File: config.mk
export PLATFORM = sky130hd
export DESIGN_NAME = maindec_mc
export DESIGN_NICKNAME = d
export VERILOG_FILES = /design/src/rtl/maindec_mc.sv
export SDC_FILE = /design/constraint.sdc
export NUM_CORES = 1
export LEC_CHECK = 0
export ABC_AREA = 1
export CAP_MARGIN = 20
export CORE_MARGIN = 2
export CORE_UTILIZATION = 30
export CTS_CLUSTER_SIZE = 8
export DETAILED_ROUTE_END_ITERATION = 12
export PLACE_DENSITY = 0.49
export SETUP_SLACK_MARGIN = 0.15
export SLEW_MARGIN = 10
export SYNTH_ARGS = -nofsm -noshare
export SYNTH_HDL_FRONTEND = slang
export SYNTH_SLANG_ARGS = --single-unit
File: constraint.sdc
create_clock -name clk -period 3 [get_ports clk]
set_clock_uncertainty 0.15 [all_clocks]
set_input_delay 0.9 -clock clk [delete_from_list [all_inputs] [get_ports clk]]
set_output_delay 0.9 -clock clk [all_outputs]
set_load 0.005 [all_outputs]
File: src/rtl/maindec_mc.sv
// Multicycle main decoder: latches an opcode, walks DECODE/EXEC/MEM/WB and
// drives per-phase datapath controls, with a saturating retired-instruction count.
module maindec_mc #(
  parameter int OPW     = 11,
  parameter int CNTW    = 16,
  parameter int EN_CBNZ = 1
) (
  input  logic            clk,
  input  logic            reset,
  input  logic            instr_valid,
  output logic            instr_ready,
  input  logic [OPW-1:0]  Op,
  input  logic            mem_ready,
  output logic            Reg2Loc,
  output logic            ALUSrc,
  output logic            MemtoReg,
  output logic            RegWrite,
  output logic            MemRead,
  output logic            MemWrite,
  output logic            Branch,
  output logic            BrInv,
  output logic [1:0]      ALUOp,
  output logic            done,
  output logic            illegal,
  output logic [CNTW-1:0] instr_count,
  output logic [2:0]      fsm_state
);

  // Handshake: an opcode transfers on a rising edge where instr_valid and
  // instr_ready are both 1; instr_ready is 1 only in IDLE, so valid is ignored elsewhere.

  typedef enum logic [2:0] {IDLE, DECODE, EXEC, MEM, WB} state_t;
  typedef enum logic [2:0] {C_ILL, C_R, C_LD, C_ST, C_CBZ, C_CBNZ} cls_t;

  state_t      state, state_nxt;
  cls_t        cls;
  logic [10:0] op_q;

  assign fsm_state = state;

  always_ff @(posedge clk or negedge reset) begin
    if (!reset) begin
      state       <= IDLE;
      op_q        <= '0;
      instr_count <= '0;
    end else begin
      state <= state_nxt;
      if (state == IDLE && instr_valid)
        op_q <= Op[OPW-1 -: 11];
      if (done && instr_count != '1)
        instr_count <= instr_count + CNTW'(1);
    end
  end

  // Class is derived from the latched opcode only, so outputs never follow Op mid-instruction.
  always_comb begin
    cls = C_ILL;
    casez (op_q)
      11'b11111000010: cls = C_LD;
      11'b11111000000: cls = C_ST;
      11'b10110100???: cls = C_CBZ;
      11'b10110101???: cls = (EN_CBNZ != 0) ? C_CBNZ : C_ILL;
      11'b10001011000,
      11'b11001011000,
      11'b10001010000,
      11'b10101010000: cls = C_R;
      default:         cls = C_ILL;
    endcase
  end

  always_comb begin
    state_nxt   = state;
    instr_ready = 1'b0;
    Reg2Loc     = 1'b0;
    ALUSrc      = 1'b0;
    MemtoReg    = 1'b0;
    RegWrite    = 1'b0;
    MemRead     = 1'b0;
    MemWrite    = 1'b0;
    Branch      = 1'b0;
    BrInv       = 1'b0;
    ALUOp       = 2'b00;
    done        = 1'b0;
    illegal     = 1'b0;
    case (state)
      IDLE: begin
        instr_ready = 1'b1;
        if (instr_valid) state_nxt = DECODE;
      end
      DECODE: begin
        if (cls == C_ILL) begin
          illegal   = 1'b1;
          state_nxt = IDLE;
        end else begin
          state_nxt = EXEC;
        end
      end
      EXEC: begin
        case (cls)
          C_R: begin
            ALUOp     = 2'b10;
            state_nxt = WB;
          end
          C_LD: begin
            ALUSrc    = 1'b1;
            state_nxt = MEM;
          end
          C_ST: begin
            ALUSrc    = 1'b1;
            Reg2Loc   = 1'b1;
            state_nxt = MEM;
          end
          C_CBZ, C_CBNZ: begin
            Reg2Loc   = 1'b1;
            ALUOp     = 2'b01;
            Branch    = 1'b1;
            BrInv     = (cls == C_CBNZ);
            done      = 1'b1;
            state_nxt = IDLE;
          end
          default: state_nxt = IDLE;
        endcase
      end
      MEM: begin
        // Memory controls hold until the memory completes; there is no timeout.
        ALUSrc = 1'b1;
        if (cls == C_ST) begin
          Reg2Loc  = 1'b1;
          MemWrite = 1'b1;
        end else begin
          MemRead = 1'b1;
        end
        if (mem_ready) begin
          if (cls == C_ST) begin
            done      = 1'b1;
            state_nxt = IDLE;
          end else begin
            state_nxt = WB;
          end
        end
      end
      WB: begin
        RegWrite  = 1'b1;
        MemtoReg  = (cls == C_LD);
        done      = 1'b1;
        state_nxt = IDLE;
      end
      default: state_nxt = IDLE;
    endcase
  end

endmodule
# After elaboration in Yosys (flattened, before gate mapping)
# Cells that the tools add are included.
# W data, S select, Z words.
# word_totals
ff_bits	30
in_bits	15
# op_classes
eq_ne	20
n_mux	28
n_reduce_logical	9
addsub	1
# op_table
operator	count
$eq A11 B11 Y1 const B	6
$add A16 B1 Y16 const B	1
$eq A8 B8 Y1 const B	2
$mux W1	16
$ne A16 B16 Y1 const B	1
$pmux W3 S5	1
$eq A3 B2 Y1 const B	4
$pmux W3 S4	1
$eq A3 B3 Y1 const B	3
$mux W3	3
$eq A3 B1 Y1 const B	2
$logic_not A3 Y1	2
$pmux W3 S2	1
$mux W2	2
$ne A2 B2 Y1 const B	2
$pmux W1 S2	2
$pmux W2 S2	1
$reduce_or A2 Y1	2
$reduce_or A4 Y1	1
$pmux W1 S3	1
$reduce_or A3 Y1	1
$logic_and A1 B1 Y1	2
$reduce_and A2 Y1	1

# Logic depth before layout (Yosys ltp)
# depth
word_depth	8
mapped_depth	11

# Worst setup path after synthesis
# No wires, ideal clock.
# synth_timing
kind	input to output
from	input port mem_ready
to	output port done
arrival_time_ns	1.340
cell_stages	4
path_buffers	2
slack_ns	0.610
path_cell_list	nand4_1 -> nand3_2 -> buf_6 -> buf_12
# synth_via
elab_chain_cells	2
# synth_lines
item	line_no	text
start, declared	13	input logic mem_ready,
$mux W1	133	if (mem_ready) begin
$pmux W1 S3	85	case (state)
end, declared	23	output logic done,
# No other way between the ends.

# Final worst setup path
# layout_timing
from	register op_q[5]
to	output port ALUOp[0]
# layout_via
elab_chain_cells	7
elab_cells_between_ends	16
classes_between	eq/ne (11); mux (3); reduce/logical (2)
# layout_lines
item	line_no	text
start, declared	37	logic [10:0] op_q;
start signal, assigned	49	op_q <= Op[OPW-1 -: 11];
$eq A11 B11 Y1	58	casez (op_q)
$reduce_or A4 Y1	58	
$pmux W3 S5 (*)	58	
$eq A3 B3 Y1	99	case (cls)
$reduce_or A2 Y1	--	
$pmux W2 S2 (*)	99	
$mux W2 (*)	85	
end, declared	22	output logic [1:0] ALUOp,
# Every way passes the cells marked *; elsewhere a longest branch is shown, timed or not.

==> results.md <==
* Status: finished clean
* Logic pwr share at 0.388
* DR vias/cell at 4.50
* Initial antenna violation count at 0
* Worst R2R Setup Slack at approximately 0.72 ns
* Post-synth EDFFs at 0
* Required time of the critical path at between 1.5 and 2 ns
* Layout area overhead at 39.4%
* VDD IR max at 0.280 mV
* Max clock buf depth at 2
* End point of the critical path: ALUOp[0]
* Fmax at approximately 350 MHz
* Largest net degree at the start of global routing at 31
* Most common cell in the netlist: nand2_1
* Relative slew slack at 0.728
* RSZ-0062 raised after global routing: true
* CP endpoint kind: output pin
* Grt met2 use at 0.225
* Reg2reg start: op_q[5]
* Syn Area/Cell at between 7 and 8 sq um
* CTS tree: built
* Part of the power in registers at 0.395
* NumNets Final at ~360
* Synth area leaders: dfrtp_1 38%, nand2_1 15%, nor2_1 6.9%
* Total Power at 1450 uW
* DR iter-0 viols at 107
* Core Area at 6390 sq um
* Routed wire length at 5190 um
* Placed cell area at 2520 sq um
* Worst-path fanout max at 4
* Critical path type: reg -> out
* CTS H-tree depth at 2
* Chip width at 85.6 um
* Antenna Nets Post-Route at 0
* Cell taking the most area after synthesis: dfrtp_1
* Vert. Die Dim at 85.6 um
* Inserted Diodes at 0
* Final setup viols at 0
* Pwr Density at 519 nW/um^2
* First-pass GRT wire length at about 8700 um
* Top cell type's share of synthesized area at 0.375
* GR Util met3 at 0.0308
* Power share of the clock group at 0.217
* Hold slack final at around 0.39 ns
* Synth warnings at 0
* Synth cell count leaders: 81 x nand2_1, 37 x nor2_1, 31 x inv_1
* Design area at 2790 sq um
* NetSw at 559 uW
* Critical Path AT at 1.80 ns
* Crit start category: flop
* Syn Nets at around 300
* Total GRT Usage at 0.149
* Synth Register Bits at 30
* Ys flop type: dfrtp_1
* Static Leak at 0.00142 uW
* Clock Latency Late Sink at ~0.28 ns
* Routed len/inst at 12.3 um
* Reg2reg end: instr_count[8]
* IO Pins at 47
* Number of remaining DRC errors at 0
* Max Cap Viol at 0
* Final worst-path cycle share at 0.950
* CTS Sinks at 30
* Async set or reset register ratio after synthesis at 1.00
* TritonCTS Buffers at 5
* HPWL Detailed at 3600 um
* Global placement routability congestion at 0.805
* Critical path startpoint: op_q[5]
* CTS clock-pin slew for the worst setup and hold paths at 0.07 ns
* CTS root buf: clkbuf_8
* Final setup TNS at 0 ns
* Switching Fraction at 0.386
* Share of layout cells above drive strength 1 at 0.208
* Period minus WS final at 2.85 ns
* Fin. Hold Viols at 0
* Total die area at 7330 sq um
* Cell area after synthesis at 2000 sq um
* Vias at 1905
* R2R cell count at 11
* Worst Tran Pin Value at between 0.4 and 0.5 ns
* Sequential area share after synthesis at 0.375
* Vias in the first global route at 1740
* Class of the worst hold path: reg -> reg
* Starting Density at 0.313
* Post-synth cell types at 29
* Most Used Layer, Global Route: met2
* Mapped Cells at 280
* GR Util met1 at 0.212
* Number of port buffers at 46
* Internal power at 888 uW
* GRT overflow at 0
* Std cell rows at 29
* Fin. max-slew vios at 0
* Pre-Repair DR Iteration Count at 4
==> cell families after synthesis <==
group	share of synthesized area
AND/OR/NAND/NOR	0.427
buffers and inverters	0.0970
flip-flops	0.375
AO/OA/AOI/OAI	0.0501
XOR/XNOR	0.0438
adder cells (fa/ha/maj)	0.00626
==> timing repair <==
item,4_1_cts,5_1_grt
setup endpoints to repair,11,8
endpoints found under the hold margin,0,0
setup buffers,10,7
gates resized for setup,20,17
hold buffers,0,0
pin swaps,8,9
==> power by group through the flow <==
stage | logic (uW) | registers (uW) | clock network, uW
after floorplan | 293 | 567 | 0
after global placement | 434 | 581 | 0
after detailed placement | 439 | 582 | 0
after CTS | 525 | 569 | 333
after global routing | 630 | 588 | 351
final | 562 | 571 | 314
==> per-layer routing <==
| metal | share of wire | wire length (um) |
|---|---|---|
| met4 | 0.015 | 78 |
| met2 | 0.45 | 2330 |
| met5 | 0 | 0 |
| met1 | 0.50 | 2600 |
| met3 | 0.035 | 181 |
==> worst min-delay path by stage <==
stage               startpoint         endpoint  cells after the start
2_1_floorplan  instr_count[13]  instr_count[13]                      2
3_3_place_gp    instr_count[1]   instr_count[1]                      2
3_5_place_dp    instr_count[1]   instr_count[1]                      2
4_1_cts         instr_count[1]   instr_count[1]                      2
5_1_grt         instr_count[1]   instr_count[1]                      2
6_report        instr_count[1]   instr_count[1]                      2
==> cell type report <==
type,instances,area (sq um)
Sequential cell,30,751
Fill cell,700,3600
Inverter,35,131
Clock inverter,2,10.0
Clock buffer,5,68.8
Tap cell,77,96.3
Timing Repair Buffer,66,608
Multi-Input combinational cell,208,1120
==> flip-flops by register name, indices dropped and copies added, names as in the netlist <==
signal,count
instr_count,16
fsm_state,3
op_q,11
==> metrics by stage <==
step / cells / utilization / worst slack [ns]
2_1_floorplan: 280 / - / 0.610
3_3_place_gp: 399 / 0.394 / -0.164
3_5_place_dp: 399 / 0.394 / -0.152
4_1_cts: 416 / 0.422 / 0.0365
5_1_grt: 423 / 0.437 / 0.0553
6_report: 423 / 0.437 / 0.150
==> layout by cell type (no fill, tap or decap), types with 2 or more instances in the layout <==
cell / instances
dfrtp_1: 30
nand3_1: 17
nand4_1: 6
nand2_2: 6
nand2_1: 77
buf_4: 19
nor2_2: 3
xor2_1: 9
dlymetal6s2s_1: 3
a21oi_1: 14
inv_2: 9
clkinv_2: 2
clkbuf_8: 5
nand2_4: 2
clkdlybuf4s50_1: 37
nor3_2: 3
o21ai_0: 4
nand3_2: 11
nor2_4: 4
inv_1: 26
nor2_1: 35
dlygate4sd2_1: 3
nor3_1: 7
==> critical path: stages (launching register included) <==
cell and delay [ns]:
dfrtp_1 0.42, nor2_1 0.14, nand2_2 0.07, nor2_4 0.20, nand3_4 0.11, nand3_2 0.10, inv_2 0.04, clkdlybuf4s50_1 0.43
(Power assumes the default switching activity.)
